File: src/rtl/tff_share_arbiter.sv
// tff_share_arbiter: round-robin share of one predicate-driven T flip-flop among NREQ requesters
//   Clk        rising-edge clock
//   Rst        synchronous active-high reset
//   req        per-requester level request, held until its done
//   in_data    requester i word on in_data[4i+3:4i]
//   gnt        registered one-hot grant
//   done       one-cycle one-hot completion pulse
//   busy       high while an operation is in flight
//   Q          shared toggle state
//   z_last     predicate of the last completed operation
//   toggle_cnt number of operations with Z=1, wrapping
module tff_share_arbiter #(
    parameter int NREQ  = 4,
    parameter int CNT_W = 8
) (
    input  logic              Clk,
    input  logic              Rst,
    input  logic [NREQ-1:0]   req,
    input  logic [4*NREQ-1:0] in_data,
    output logic [NREQ-1:0]   gnt,
    output logic [NREQ-1:0]   done,
    output logic              busy,
    output logic              Q,
    output logic              z_last,
    output logic [CNT_W-1:0]  toggle_cnt
);
    localparam int IW = $clog2(NREQ);
    typedef enum logic [1:0] {IDLE, APPLY, RESP} state_t;
    state_t        state, state_n;
    logic [IW-1:0] ptr, widx, win;
    logic [3:0]    wreg;
    logic          found, z;
    int            j;
    assign z    = (wreg[0] & wreg[1]) | wreg[2] | wreg[3];
    assign busy = state != IDLE;
    // search upward from ptr, wrapping, so the first requester at or after ptr wins
    always_comb begin
        found = 1'b0;
        win   = '0;
        j     = 0;
        for (int i = 0; i < NREQ; i++) begin
            j = int'(ptr) + i;
            j = (j >= NREQ) ? j - NREQ : j;
            if (!found && req[IW'(j)]) begin
                found = 1'b1;
                win   = IW'(j);
            end
        end
        state_n = (state == IDLE)  ? (found ? APPLY : IDLE) :
                  (state == APPLY) ? RESP : IDLE;
    end
    always_ff @(posedge Clk) begin
        if (Rst) begin
            state      <= IDLE;
            gnt        <= '0;
            done       <= '0;
            Q          <= 1'b0;
            z_last     <= 1'b0;
            toggle_cnt <= '0;
            ptr        <= '0;
            widx       <= '0;
            wreg       <= '0;
        end else begin
            state <= state_n;
            if (state == IDLE && found) begin
                wreg <= in_data[4*win +: 4];
                widx <= win;
                gnt  <= NREQ'(1) << win;
            end
            if (state == APPLY) begin
                Q          <= Q ^ z;
                z_last     <= z;
                toggle_cnt <= toggle_cnt + CNT_W'(z);
                done       <= NREQ'(1) << widx;
            end
            if (state == RESP) begin
                done <= '0;
                gnt  <= '0;
                ptr  <= (widx == IW'(NREQ - 1)) ? '0 : widx + 1'b1;
            end
        end
    end
endmodule

File: config.mk
export PLATFORM = sky130hd
export DESIGN_NAME = tff_share_arbiter
export DESIGN_NICKNAME = d
export VERILOG_FILES = /design/src/rtl/tff_share_arbiter.sv
export SDC_FILE = /design/constraint.sdc
export NUM_CORES = 1
export LEC_CHECK = 0
export ABC_AREA = 1
export CORE_ASPECT_RATIO = 2
export CORE_MARGIN = 5
export CORE_UTILIZATION = 50
export CTS_CLUSTER_DIAMETER = 40
export DETAILED_ROUTE_END_ITERATION = 16
export PLACE_DENSITY = 0.81
export SLEW_MARGIN = 20
export SYNTH_ARGS = -nofsm -noshare
export SYNTH_HDL_FRONTEND = slang
export SYNTH_SLANG_ARGS = --single-unit
File: constraint.sdc
create_clock -name Clk -period 2.8 [get_ports Clk]
set_clock_uncertainty 0.15 [all_clocks]
set_input_delay 0.56 -clock Clk [delete_from_list [all_inputs] [get_ports Clk]]
set_output_delay 0.56 -clock Clk [all_outputs]
set_load 0.02 [all_outputs]
After elaboration in Yosys (flattened, before gate mapping)
Cells that the tools add are included.
- register bits: 28
- bits of input ports: 22
- output and inout port bits: 19
- logic and storage cells: 74
- add/sub/neg operators: 9
- order comparisons: 8
- eq/ne operators: 3
- shift-type cells: 3
- muxes and demuxes: 28
- bitwise gates (word level): 4
- reductions and logical operators: 10
- operators with widths (cell ; number):
    2-bit 2-to-1 mux ; 11
    2-bit by 4-bit less-than comparator with 1-bit output, second input constant ; 4
    16-bit by 5-bit variable part select with 4-bit output ; 1
    1-bit 2-to-1 mux ; 13
    3-bit greater-or-equal comparator, second input constant ; 3
    8-bit by 1-bit adder with 8-bit output ; 1
    1-bit binary-select mux with 2-bit select ; 4
    1-bit by 2-bit << shifter with 4-bit output, first input constant ; 2
    2-bit by 1-bit subtractor with 2-bit output, second input constant ; 4
    2-bit by 2-bit adder with 3-bit output, second input constant ; 2
    2-bit equality test, second input constant ; 2
    1-bit logical AND ; 4
    2-bit by 1-bit adder with 3-bit output, second input constant ; 1
    2-bit by 3-bit greater-or-equal comparator with 1-bit output, second input constant ; 1
    1-bit logical NOT ; 3
    2-bit by 1-bit adder with 2-bit output, second input constant ; 1
    2-bit by 1-bit equality test with 1-bit output, second input constant ; 1
    2-bit logical NOT ; 1
    1-bit OR ; 2
    2-bit nonzero test ; 1
    2-bit OR reduction ; 1
    1-bit AND ; 1
    1-bit bitwise XOR ; 1

Depth between registers and ports, before layout
Gate-level depths: netlist of the first run.
- depth in word-level cells: 17
- mapped depth: 16
- mapped depth without buffers: 16

Least setup slack after synthesis of the first run
Ideal clock, no wire load.
- kind: input to register
- start point: input port req[1]
- end point: register wreg[2]
- setup time: 0.109 ns
- data arrival time: 1.619 ns
- data required time: 2.541 ns
- setup slack: 0.923 ns
- cell stages on the path: 15
- buffers on the path: 1
- cell sequence: inv_1 -> nand2_2 -> nand3_1 -> nand2_2 -> nor2_4 -> nand3_2 -> nand2_2 -> nand2_2 -> buf_6 -> nand2_1 -> nand2_1 -> nand2_1 -> nand3_1 -> nand2_1 -> inv_1
- word-level cells in the longest chain between the ends: 14
- elaborated cells on any way between the ends: 28
- classes of those cells: shift: 1; mux: 20; reduce/logical: 7
- ends and longest elaborated chain (what ; line ; RTL):
    from (decl) ; 18 ; input logic [NREQ-1:0] req,
    1-bit binary-select mux with 2-bit select ; 44 ; if (!found && req[IW'(j)]) begin
    1-bit 2-to-1 mux (implied by the code) (2 in series) ; 44 ;
    1-bit 2-to-1 mux ; 44 ;
    1-bit logical NOT ; 44 ;
    1-bit logical AND ; 44 ;
    1-bit 2-to-1 mux ; 44 ;
    1-bit logical NOT ; 44 ;
    1-bit logical AND ; 44 ;
    1-bit 2-to-1 mux ; 44 ;
    1-bit logical NOT ; 44 ;
    1-bit logical AND ; 44 ;
    2-bit 2-to-1 mux or 1-bit 2-to-1 mux (tied branches) ; 44 ;
    16-bit by 5-bit variable part select with 4-bit output or 1-bit logical AND (tied branches) ; 66, 65 ;
    to (signal assigned) ; 66 ; wreg <= in_data[4*win +: 4];
    to (decl) ; 31 ; logic [3:0] wreg;
Several ways; a longest one is shown, not always the timed one. The select of a mux whose other input is x is not followed.
A chain may end at the register's enable or synchronous reset.

Worst setup path in the final report of the first run
- start point: input port req[2]
- end point: register wreg[2]
The elaborated chain is that of the path after synthesis.

==> parameters.txt, run 1 <==
Parameter                              Value

Floorplan
  Standard cell core area    3160 um^2
  Die Outline Area    4550 um^2
  Effective utilization at floorplan    51.4%
  Die height    90.5 um
  Number of cell rows    29
  Number of ports placed on the die boundary    41
  Width of the die    50.3 um

Clocking
  # Post-CTS Setup Buffers    0
  Number of CTS-inserted buffers    3
  CTS HTree Levels    1
  TritonCTS clock tree    yes
  # hold bufs at CTS    0
  Resized cells post-CTS    0
  Clock Root Buffer    sky130_fd_sc_hd__clkbuf_8
  Number of sinks on the clock net    28
  CTS clock-pin slew for the worst setup and hold paths    90 ps
  Worst skew pair latency    280 ps
  Clock buffer depth    2

Timing
  Setup repair after global routing missed its margin    no
  Worst Hold Slack    319 ps
  Sum of negative setup slack    0 ps
  Number of failing hold endpoints at the final stage    0
  Final worst-path cycle share    83.0%
  Worst slew margin relative to its limit    75.7%
  Maximum frequency from static timing analysis    430 MHz
  Transition time at the pin with the least slew margin    365 ps
  Max-slew violation count    0
  Final count of negative-setup-slack endpoints    0
  Crit path time final    2320 ps
  Setup WS post-layout    475 ps

Yosys
  Number of flops mapped to enable cells by yosys    0
  Predominant post-synthesis flop cell    sky130_fd_sc_hd__dfxtp_1
  Number of warnings reported in the yosys synthesis log    0
  Post-synth design cell area    1620 um^2
  Async SR Flop Fraction    0%
  Post-synthesis area per instance    6.70 um^2
  Post-synthesis register bit count    28
  Top cell type by total area after synthesis    sky130_fd_sc_hd__dfxtp_1
  Sequential-to-total area share from yosys stat    34.6%
  Distinct cell type count of the synthesized netlist    26
  Synthesized Nets    270
  Top cell type's share of synthesized area    34.6%
  List of most frequent post-synthesis cells    70 x sky130_fd_sc_hd__nand2_1, 28 x sky130_fd_sc_hd__dfxtp_1, 24 x sky130_fd_sc_hd__inv_1
  Top-count cell post-synth    sky130_fd_sc_hd__nand2_1
  Cell types occupying the most area after synthesis    sky130_fd_sc_hd__dfxtp_1 35%, sky130_fd_sc_hd__nand2_1 16%, sky130_fd_sc_hd__nand3_1 6.5%
  Synthesized netlist cell count    242

Placed design
  Pre-CTS worst setup slack    170 ps
  Final RePlAce weighted congestion    0.795
  HPWL reported at the end of detailed placement    3010 um
  Total of buffers placed on input and output ports    40

Critical path
  Required time worst endpoint    2840 ps
  Worst setup SP type    input port
  Highest fanout seen on the critical path    11
  CP endpoint kind    flip-flop
  Setup CP Type    in2reg
  Critical Path AT    2360 ps

Finish
  Fraction of layout cells with a size suffix above 1    11.3%
  Final standard cell utilization of the core    66.8%
  Antenna diode count    0
  Area grow syn2layout    30.1%
  Final net count    312

Pwr
  Static leakage power    0.000956 uW
  Largest vdd supply drop    0.579 mV
  Power density relative to cell area    638 nW/um^2

Drt
  Vias post-DR    1621
  DRC viols    0
  Routed Antenna Nets    0
  Average via count per standard cell    5.16
  DR iter-0 viols    30
  Post-Route WL    3750 um
  Routed wire per std cell    11.9 um
  First-pass iteration count of the detailed router    4

GRT
  Via count of the first global-routing pass    1667
  First-pass GRT wire length    6640 um
  Number of antenna violations at the first check in global routing    0
  Sum of overflow across all layers after global routing    0
  Overall global routing resource usage    17.8%
  Pin count of the biggest net entering global routing    17

Job
  Maximum Capacitance Violations    0

Worst hold path
  Min-delay worst type    reg2reg

Run status
  Run status    complete, no violations
==> worst max-delay path: stages <==
cell	delay (ps)
sky130_fd_sc_hd__clkdlybuf4s50_1	470
sky130_fd_sc_hd__inv_1	50
sky130_fd_sc_hd__nand2_1	90
sky130_fd_sc_hd__nand3_1	100
sky130_fd_sc_hd__nand2_2	130
sky130_fd_sc_hd__inv_1	60
sky130_fd_sc_hd__a21oi_1	150
sky130_fd_sc_hd__nand2_2	90
sky130_fd_sc_hd__nand2_2	180
sky130_fd_sc_hd__inv_2	120
sky130_fd_sc_hd__nand2_1	70
sky130_fd_sc_hd__nand2_1	50
sky130_fd_sc_hd__nand2_1	50
sky130_fd_sc_hd__nand3_1	70
sky130_fd_sc_hd__nand2_1	70
sky130_fd_sc_hd__inv_1	30
==> final timing paths <==
kind / from / to / slack (ps) / cells after the start
hold reg to reg: Q$_SDFFE_PP0P_ / Q$_SDFFE_PP0P_ / 320 / 2
hold / removal: Q$_SDFFE_PP0P_ / Q$_SDFFE_PP0P_ / 320 / 2
setup / recovery: req[2] / wreg[2]$_SDFFE_PP0P_ / 480 / 16
setup reg to reg: ptr[0]$_SDFFE_PP0P_ / wreg[2]$_SDFFE_PP0P_ / 780 / 15
==> power by group <==
part	internal [uW]	switching (uW)
Combinational	210	322
Clock	192	125
Sequential	457	39.0
==> per-stage QoR <==
| step | cells | instance area [um^2] | power [uW] |
|---|---|---|---|
| 3_3_place_gp | 310 | 2040 | 1030 |
| 4_1_cts | 314 | 2110 | 1360 |
| 3_5_place_dp | 310 | 2040 | 1040 |
| 5_1_grt | 314 | 2110 | 1450 |
| 6_report | 314 | 2110 | 1350 |
| 2_1_floorplan | 242 | 1620 | 881 |
==> cell usage in the layout, fill, tap and decap left out, types with 3 or more instances in the layout <==
| master | netlist | routed |
|---|---|---|
| sky130_fd_sc_hd__dfxtp_1 | 28 | 28 |
| sky130_fd_sc_hd__nor2_4 | 3 | 3 |
| sky130_fd_sc_hd__a21oi_1 | 14 | 14 |
| sky130_fd_sc_hd__nor2_1 | 21 | 21 |
| sky130_fd_sc_hd__clkdlybuf4s50_1 | 0 | 40 |
| sky130_fd_sc_hd__ha_1 | 6 | 6 |
| sky130_fd_sc_hd__nand2_1 | 70 | 70 |
| sky130_fd_sc_hd__inv_1 | 24 | 24 |
| sky130_fd_sc_hd__nand2_2 | 10 | 10 |
| sky130_fd_sc_hd__nand3_1 | 21 | 21 |
| sky130_fd_sc_hd__inv_2 | 6 | 6 |
| sky130_fd_sc_hd__o21ai_1 | 3 | 3 |
| sky130_fd_sc_hd__o21ai_0 | 12 | 12 |
| sky130_fd_sc_hd__nor3_1 | 4 | 4 |
| sky130_fd_sc_hd__clkbuf_8 | 0 | 3 |
==> final cells by class <==
type | instances | area [um^2]
Fill cell | 284 | 1050
Multi-Input combinational cell | 179 | 911
Sequential cell | 28 | 561
Timing Repair Buffer | 42 | 415
Inverter | 30 | 113
Clock buffer | 3 | 41.3
Tap cell | 31 | 38.8
Clock inverter | 1 | 30.0
==> flip-flops by register name, indices dropped and copies added, names as in the netlist <==
signal and cells:
Q 1, done 4, gnt 4, ptr 2, state 2, toggle_cnt 8
widx 2, wreg 4, z_last 1
==> logic make-up (layout without fill, tap and decap cells) <==
family / after synthesis / after routing / share of synthesized area, %
AND/OR/NAND/NOR: 139 / 139 / 40.1
adder cells (fa/ha/maj): 6 / 6 / 4.63
AO/OA/AOI/OAI: 34 / 34 / 11.4
flip-flops: 28 / 28 / 34.6
buffers and inverters: 35 / 76 / 9.26
==> routing by layer <==
metal / wire [um] / global-route usage (%) / up-vias / share of wire [%]
met2: 2040 / 33.7 / 32 / 54
met5: 0 / 0 / - / 0
li1: - / - / 859 / -
met1: 1480 / 18.3 / 723 / 39
met3: 135 / 1.49 / 7 / 3.6
met4: 97 / 8.10 / 0 / 2.6
No activity file was read; power rests on OpenSTA's default activity.
==> inputs of run 2 (changes only) <==
--- a/config.mk
+++ b/config.mk
@@ -8,10 +8,10 @@
 export ABC_AREA = 1
 export CORE_ASPECT_RATIO = 2
 export CORE_MARGIN = 5
-export CORE_UTILIZATION = 50
+export CORE_UTILIZATION = 49
 export CTS_CLUSTER_DIAMETER = 40
 export DETAILED_ROUTE_END_ITERATION = 16
-export PLACE_DENSITY = 0.81
+export PLACE_DENSITY = 0.8
 export SLEW_MARGIN = 20
 export SYNTH_ARGS = -nofsm -noshare
 export SYNTH_HDL_FRONTEND = slang
==> constraint.sdc (replaced) <==
create_clock -name Clk -period 2.2 [get_ports Clk]
set_clock_uncertainty 0.15 [all_clocks]
set_input_delay 0.44 -clock Clk [delete_from_list [all_inputs] [get_ports Clk]]
set_output_delay 0.44 -clock Clk [all_outputs]
set_load 0.02 [all_outputs]
==> parameters.txt, run 2 (synthesis results as in run 1) <==
Parameter                              Value

Finish
  Antenna diode count    0 (unchanged)
  Fraction of layout cells with a size suffix above 1    16.8% (+5.5 points)
  Top register by number of flip-flops    toggle_cnt
  Flip-flop count of the largest register after layout    8 (unchanged)
  Leading cell type in the layout, fill and taps excluded    sky130_fd_sc_hd__nand2_1
  Post-layout instance area    2210 um^2 (+4.6%)
  Leading cell types in the layout, fill and taps excluded    69 x sky130_fd_sc_hd__nand2_1, 40 x sky130_fd_sc_hd__clkdlybuf4s50_1, 28 x sky130_fd_sc_hd__dfxtp_1
  Final standard cell utilization of the core    69.1% (+2.3 points)
  Area grow syn2layout    36.0%
  Final net count    322 (+3.2%)

Critical path
  CP endpoint kind    flip-flop
  Setup CP Type    in2reg
  Slowest Stage Delay on Critical Path    470 ps (about the same)
  Library cell appearing most often on the critical path    sky130_fd_sc_hd__nand2_1
  Required time worst endpoint    2230 ps (-610 ps)
  Highest fanout seen on the critical path    8 (-3)
  CP max-delay cell    sky130_fd_sc_hd__clkdlybuf4s50_1
  Cells along the critical path    clkdlybuf4s50_1 > inv_1 > nand2_1 > nand3_2 > nand2_4 > inv_1 > a21oi_2 > nand2_2 > nand2_2 > inv_2 > nand2_1 > nand2_1 > nand2_1 > nand3_1 > nand2_1 > inv_1
  Critical Path AT    2100 ps (-260 ps)
  Depth of the worst register-to-register path    16 (+1)
  Worst setup SP type    input port

Drt
  Average via count per standard cell    5.10 (-1.3%)
  DRC viols    0 (unchanged)
  Routed Antenna Nets    0 (unchanged)
  Vias post-DR    1646 (+1.5%)
  Routed wire per std cell    12.3 um (+3.3%)
  Post-Route WL    3990 um (+6.3%)
  DR iter-0 viols    18 (-40%)
  First-pass iteration count of the detailed router    4 (unchanged)

Timing
  Transition time at the pin with the least slew margin    371 ps (+6.24 ps)
  Worst Hold Slack    319 ps (+0.00400 ps)
  Final count of negative-setup-slack endpoints    0 (unchanged)
  Max-slew violation count    0 (unchanged)
  Number of failing hold endpoints at the final stage    0 (unchanged)
  Final worst-path cycle share    94.2%
  Sum of negative setup slack    0 ps (unchanged)
  Maximum frequency from static timing analysis    483 MHz
  Crit path time final    2070 ps
  Worst slew margin relative to its limit    75.2% (-0.42 points)

Clocking
  Clock buffer depth    2 (unchanged)
  Clock Root Buffer    sky130_fd_sc_hd__clkbuf_8
  TritonCTS clock tree    yes
  Number of sinks on the clock net    28 (unchanged)
  CTS clock-pin slew for the worst setup and hold paths    90 ps (about the same)
  Number of CTS-inserted buffers    3 (unchanged)
  CTS HTree Levels    1 (unchanged)
  Worst skew pair latency    270 ps (about the same)

Placed design
  HPWL reported at the end of detailed placement    3210 um (+6.6%)
  Placed instance area    2130 um^2 (+4.3%)
  Total of buffers placed on input and output ports    40 (unchanged)
  Final RePlAce weighted congestion    0.830 (+4.5%)

GRT
  Number of antenna violations at the first check in global routing    0 (unchanged)
  First-pass GRT wire length    6940 um (+4.5%)
  Via count of the first global-routing pass    1700 (+2.0%)
  Sum of overflow across all layers after global routing    0 (unchanged)
  Pin count of the biggest net entering global routing    15 (-2)
  Overall global routing resource usage    18.3% (+0.53 points)

Worst hold path
  Min-delay worst type    reg2reg
  Worst hold path stage count    2 (unchanged)

Job
  Maximum Capacitance Violations    0 (unchanged)

Pwr
  Total power    1670 uW (+24%)
  Largest vdd supply drop    0.577 mV (-0.42%)
  Power density relative to cell area    757 nW/um^2 (+19%)
  Static leakage power    0.00100 uW (+4.6%)

Floorplan
  Standard cell core area    3190 um^2 (+1.1%)
  Width of the die    50.7 um (+0.81%)
  Number of ports placed on the die boundary    41 (unchanged)
  Die Outline Area    4630 um^2 (+1.7%)
  Number of cell rows    29 (unchanged)
  Effective utilization at floorplan    50.8% (-0.58 points)
  Die height    91.4 um (+0.91%)

Run status
  Run status    complete, no violations
## run 2: cell count changes in the layout (fill, tap and decap cells not counted), moves of 2 or more
cell / delta
sky130_fd_sc_hd__nand3_2: +3
sky130_fd_sc_hd__nand3_1: -3
sky130_fd_sc_hd__nor2_1: -2
sky130_fd_sc_hd__buf_4: +9
## run 2: cell type report
type                    instances  area [um^2]
clock buffers                   3         41.3
fillers                       280          987
inverters                      30          115
multi-input cells             179          947
flip-flops and latches         28          561
well taps                      31         38.8
repair buffers                 52          503
## run 2: power breakdown
group	internal [uW]	switching, uW	leakage, uW	total, uW
Clock	123	143	0.0000216	266
Sequential	582	50.6	0.000229	633
Combinational	333	437	0.000750	770
Total	1040	631	0.00100	1670
## run 2: path summary, 6_finish.rpt
check,from,to,slack (ps)
worst max-delay path,req[0],wreg[0]$_SDFFE_PP0P_,130
worst min register to register,toggle_cnt[7]$_SDFFE_PP0P_,toggle_cnt[7]$_SDFFE_PP0P_,320
worst max register to register,ptr[1]$_SDFFE_PP0P_,wreg[0]$_SDFFE_PP0P_,220
worst min-delay path,toggle_cnt[7]$_SDFFE_PP0P_,toggle_cnt[7]$_SDFFE_PP0P_,320
## run 2: through the flow
stage	setup WS, ps	cells
floorplan	443	242
global placement	-144	320
detailed placement	-188	320
CTS	105	323
global route	-20.1	323
finish	128	323
## run 2: layer usage
layer / routed length [um] / GRT usage, % / vias to the layer above
li1: - / - / 874
met1: 1560 / 20.2 / 740
met2: 2270 / 35.0 / 27
met3: 102 / 1.15 / 5
met4: 55 / 5.76 / 0
met5: 0 / 0 / -
## run 2: critical path, delay by kind of cell
| family | cells | cell delay (ps) |
|---|---|---|
| compound gates | 1 | 140 |
| buf+inv | 5 | 720 |
| simple gates | 10 | 800 |
## run 2: repair_timing
item	4_1_cts	5_1_grt
buffers inserted	0	0
setup endpoints to repair	0	5
hold buffers	0	0
resized for setup	0	11
==> inputs of run 3 (changes only) <==
--- a/config.mk
+++ b/config.mk
@@ -8,11 +8,10 @@
 export ABC_AREA = 1
 export CORE_ASPECT_RATIO = 2
 export CORE_MARGIN = 5
-export CORE_UTILIZATION = 49
+export CORE_UTILIZATION = 50
 export CTS_CLUSTER_DIAMETER = 40
 export DETAILED_ROUTE_END_ITERATION = 16
-export PLACE_DENSITY = 0.8
-export SLEW_MARGIN = 20
+export PLACE_DENSITY = 0.81
 export SYNTH_ARGS = -nofsm -noshare
 export SYNTH_HDL_FRONTEND = slang
 export SYNTH_SLANG_ARGS = --single-unit
==> constraint.sdc (replaced) <==
create_clock -name Clk -period 2.4 [get_ports Clk]
set_clock_uncertainty 0.15 [all_clocks]
set_input_delay 0.48 -clock Clk [delete_from_list [all_inputs] [get_ports Clk]]
set_output_delay 0.48 -clock Clk [all_outputs]
set_load 0.02 [all_outputs]
==> parameters.txt, run 3 (synthesis results as in run 1) <==
Parameter                              Value

Run status
  Run status    complete, no violations

Timing
  Sum of negative setup slack    0 ps (unchanged)
  Worst slew margin relative to its limit    73.1% (-2.1 points)
  Maximum frequency from static timing analysis    466 MHz
  Setup repair after global routing missed its margin    no
  Max-slew violation count    0 (unchanged)
  Crit path time final    2150 ps
  Final worst-path cycle share    89.5%
  Number of failing hold endpoints at the final stage    0 (unchanged)
  Final count of negative-setup-slack endpoints    0 (unchanged)
  Setup WS post-layout    253 ps (+124 ps)
  Transition time at the pin with the least slew margin    403 ps (+31.8 ps)

Finish
  Multi-input gate area in the final layout    911 um^2 (-3.8%)
  Antenna diode count    0 (unchanged)
  Final net count    317 (-1.6%)
  Leading cell types in the layout, fill and taps excluded    70 x sky130_fd_sc_hd__nand2_1, 40 x sky130_fd_sc_hd__clkdlybuf4s50_1, 28 x sky130_fd_sc_hd__dfxtp_1
  Final standard cell utilization of the core    68.4% (-0.67 points)
  Final std cells w/o fill    319 (-1.2%)
  Number of filler instances in the final layout    287 (+2.5%)
  Sequential standard cell area    561 um^2 (unchanged)
  Top register by number of flip-flops    toggle_cnt
  Leading cell type in the layout, fill and taps excluded    sky130_fd_sc_hd__nand2_1
  Flip-flop count of the largest register after layout    8 (unchanged)
  Fraction of layout cells with a size suffix above 1    12.8% (-3.9 points)
  Area grow syn2layout    33.2%

Job
  Maximum Capacitance Violations    0 (unchanged)

Clocking
  Clock buffer depth    2 (unchanged)
  Number of sinks on the clock net    28 (unchanged)
  Resized cells post-CTS    0 (unchanged)
  Number of CTS-inserted buffers    3 (unchanged)
  CTS HTree Levels    1 (unchanged)
  TritonCTS clock tree    yes
  # Post-CTS Setup Buffers    0 (unchanged)
  Worst skew pair latency    270 ps (about the same)
  CTS clock-pin slew for the worst setup and hold paths    90 ps (about the same)
  # hold bufs at CTS    0 (unchanged)
  Clock Root Buffer    sky130_fd_sc_hd__clkbuf_8

Critical path
  Register-to-Register Setup Slack    350 ps (+130 ps)
  Depth of the worst register-to-register path    15 (-1)
  Worst setup SP type    input port
  Highest fanout seen on the critical path    8 (unchanged)
  Required time worst endpoint    2430 ps (+200 ps)
  Critical Path AT    2180 ps (+80 ps)
  CP endpoint kind    flip-flop
  Setup CP Type    in2reg

Worst hold path
  Min-delay worst type    reg2reg
  Worst hold path stage count    2 (unchanged)

Floorplan
  Standard cell core area    3160 um^2 (-1.1%)
  Width of the die    50.3 um (-0.80%)
  Die Outline Area    4550 um^2 (-1.7%)
  Effective utilization at floorplan    51.4% (+0.58 points)
  Number of cell rows    29 (unchanged)
  Die height    90.5 um (-0.90%)
  Number of ports placed on the die boundary    41 (unchanged)

Pwr
  Portion of total power attributed to the clock network    22.6% (+6.6 points)
  Seq pwr share    35.9% (-2.0 points)
  Combinational share of power    41.5% (-4.6 points)
  Largest vdd supply drop    0.607 mV (+5.2%)
  Int Pwr    1040 uW (+0.29%)
  Total power    1620 uW (-2.9%)
  Switching share of total power    35.8% (-2.0 points)
  Static leakage power    0.000985 uW (-1.5%)
  Power density relative to cell area    750 nW/um^2 (-0.81%)
  Net switching component of the power    580 uW (-8.1%)

GRT
  Number of antenna violations at the first check in global routing    0 (unchanged)
  First-pass GRT wire length    6710 um (-3.4%)
  Pin count of the biggest net entering global routing    17 (+2)
  Overall global routing resource usage    18.0% (-0.26 points)
  Via count of the first global-routing pass    1621 (-4.6%)
  Sum of overflow across all layers after global routing    0 (unchanged)

Placed design
  Total of buffers placed on input and output ports    40 (unchanged)
  Pre-CTS worst setup slack    -8.30 ps (+179 ps)
  Number of instances in the placed design    315 (-1.6%)
  HPWL reported at the end of detailed placement    3010 um (-6.0%)
  Final RePlAce weighted congestion    0.796 (-4.1%)

Drt
  Post-Route WL    3890 um (-2.6%)
  Average via count per standard cell    5.13 (+0.64%)
  DRC viols    0 (unchanged)
  Vias post-DR    1636 (-0.61%)
  Routed wire per std cell    12.2 um (-1.3%)
  Routed Antenna Nets    0 (unchanged)
  DR iter-0 viols    40 (+22)
  First-pass iteration count of the detailed router    4 (unchanged)
run 3: layout make-up:
cell class / count / area share [%]
sequential: 28 / 26.0
tap: 31 / 1.80
clock buffer: 3 / 1.91
multi-input combinational: 179 / 42.2
timing repair buffer: 47 / 21.6
inverter: 30 / 5.21
clock inverter: 1 / 1.39
run 3: worst max-delay path, cell delays in order:
cell	delay, ps
sky130_fd_sc_hd__clkdlybuf4s50_1	470
sky130_fd_sc_hd__inv_1	50
sky130_fd_sc_hd__nand2_1	90
sky130_fd_sc_hd__nand3_1	110
sky130_fd_sc_hd__nand2_2	130
sky130_fd_sc_hd__inv_1	60
sky130_fd_sc_hd__a21oi_1	150
sky130_fd_sc_hd__nand2_2	80
sky130_fd_sc_hd__nand2_2	110
sky130_fd_sc_hd__inv_2	90
sky130_fd_sc_hd__nand2_1	60
sky130_fd_sc_hd__nand2_1	40
sky130_fd_sc_hd__nand2_1	50
sky130_fd_sc_hd__nand3_1	80
sky130_fd_sc_hd__nand2_1	90
sky130_fd_sc_hd__inv_1	40
run 3: worst paths after layout:
path | start | endpoint
worst max-delay path | req[2] | wreg[2]$_SDFFE_PP0P_
worst min register to register | done[2]$_SDFFE_PP0P_ | done[2]$_SDFFE_PP0P_
worst max register to register | ptr[0]$_SDFFE_PP0P_ | wreg[2]$_SDFFE_PP0P_
worst min-delay path | done[2]$_SDFFE_PP0P_ | done[2]$_SDFFE_PP0P_
run 3: per-layer routing:
metal  vias to the layer above  global-route usage (%)  wire length, um
met5                         -                       0                0
li1                        862                       -                -
met3                         2                    1.98              115
met4                         0                    6.35               31
met2                        32                    33.9             2130
met1                       740                    19.4             1610
run 3: power by group through the flow:
stage	clock network, uW	logic (uW)	registers, uW
2_1_floorplan	0	407	621
3_3_place_gp	0	663	588
3_5_place_dp	0	668	590
4_1_cts	374	677	581
5_1_grt	397	757	590
6_report	367	673	581
run 3: through the flow:
| step | hold WS [ps] | instance area [um^2] |
|---|---|---|
| after CTS | 323 | 2160 |
| after global routing | 344 | 2160 |
| after floorplan | 342 | 1620 |
| final | 318 | 2160 |
| after global placement | 301 | 2090 |
| after detailed placement | 309 | 2090 |
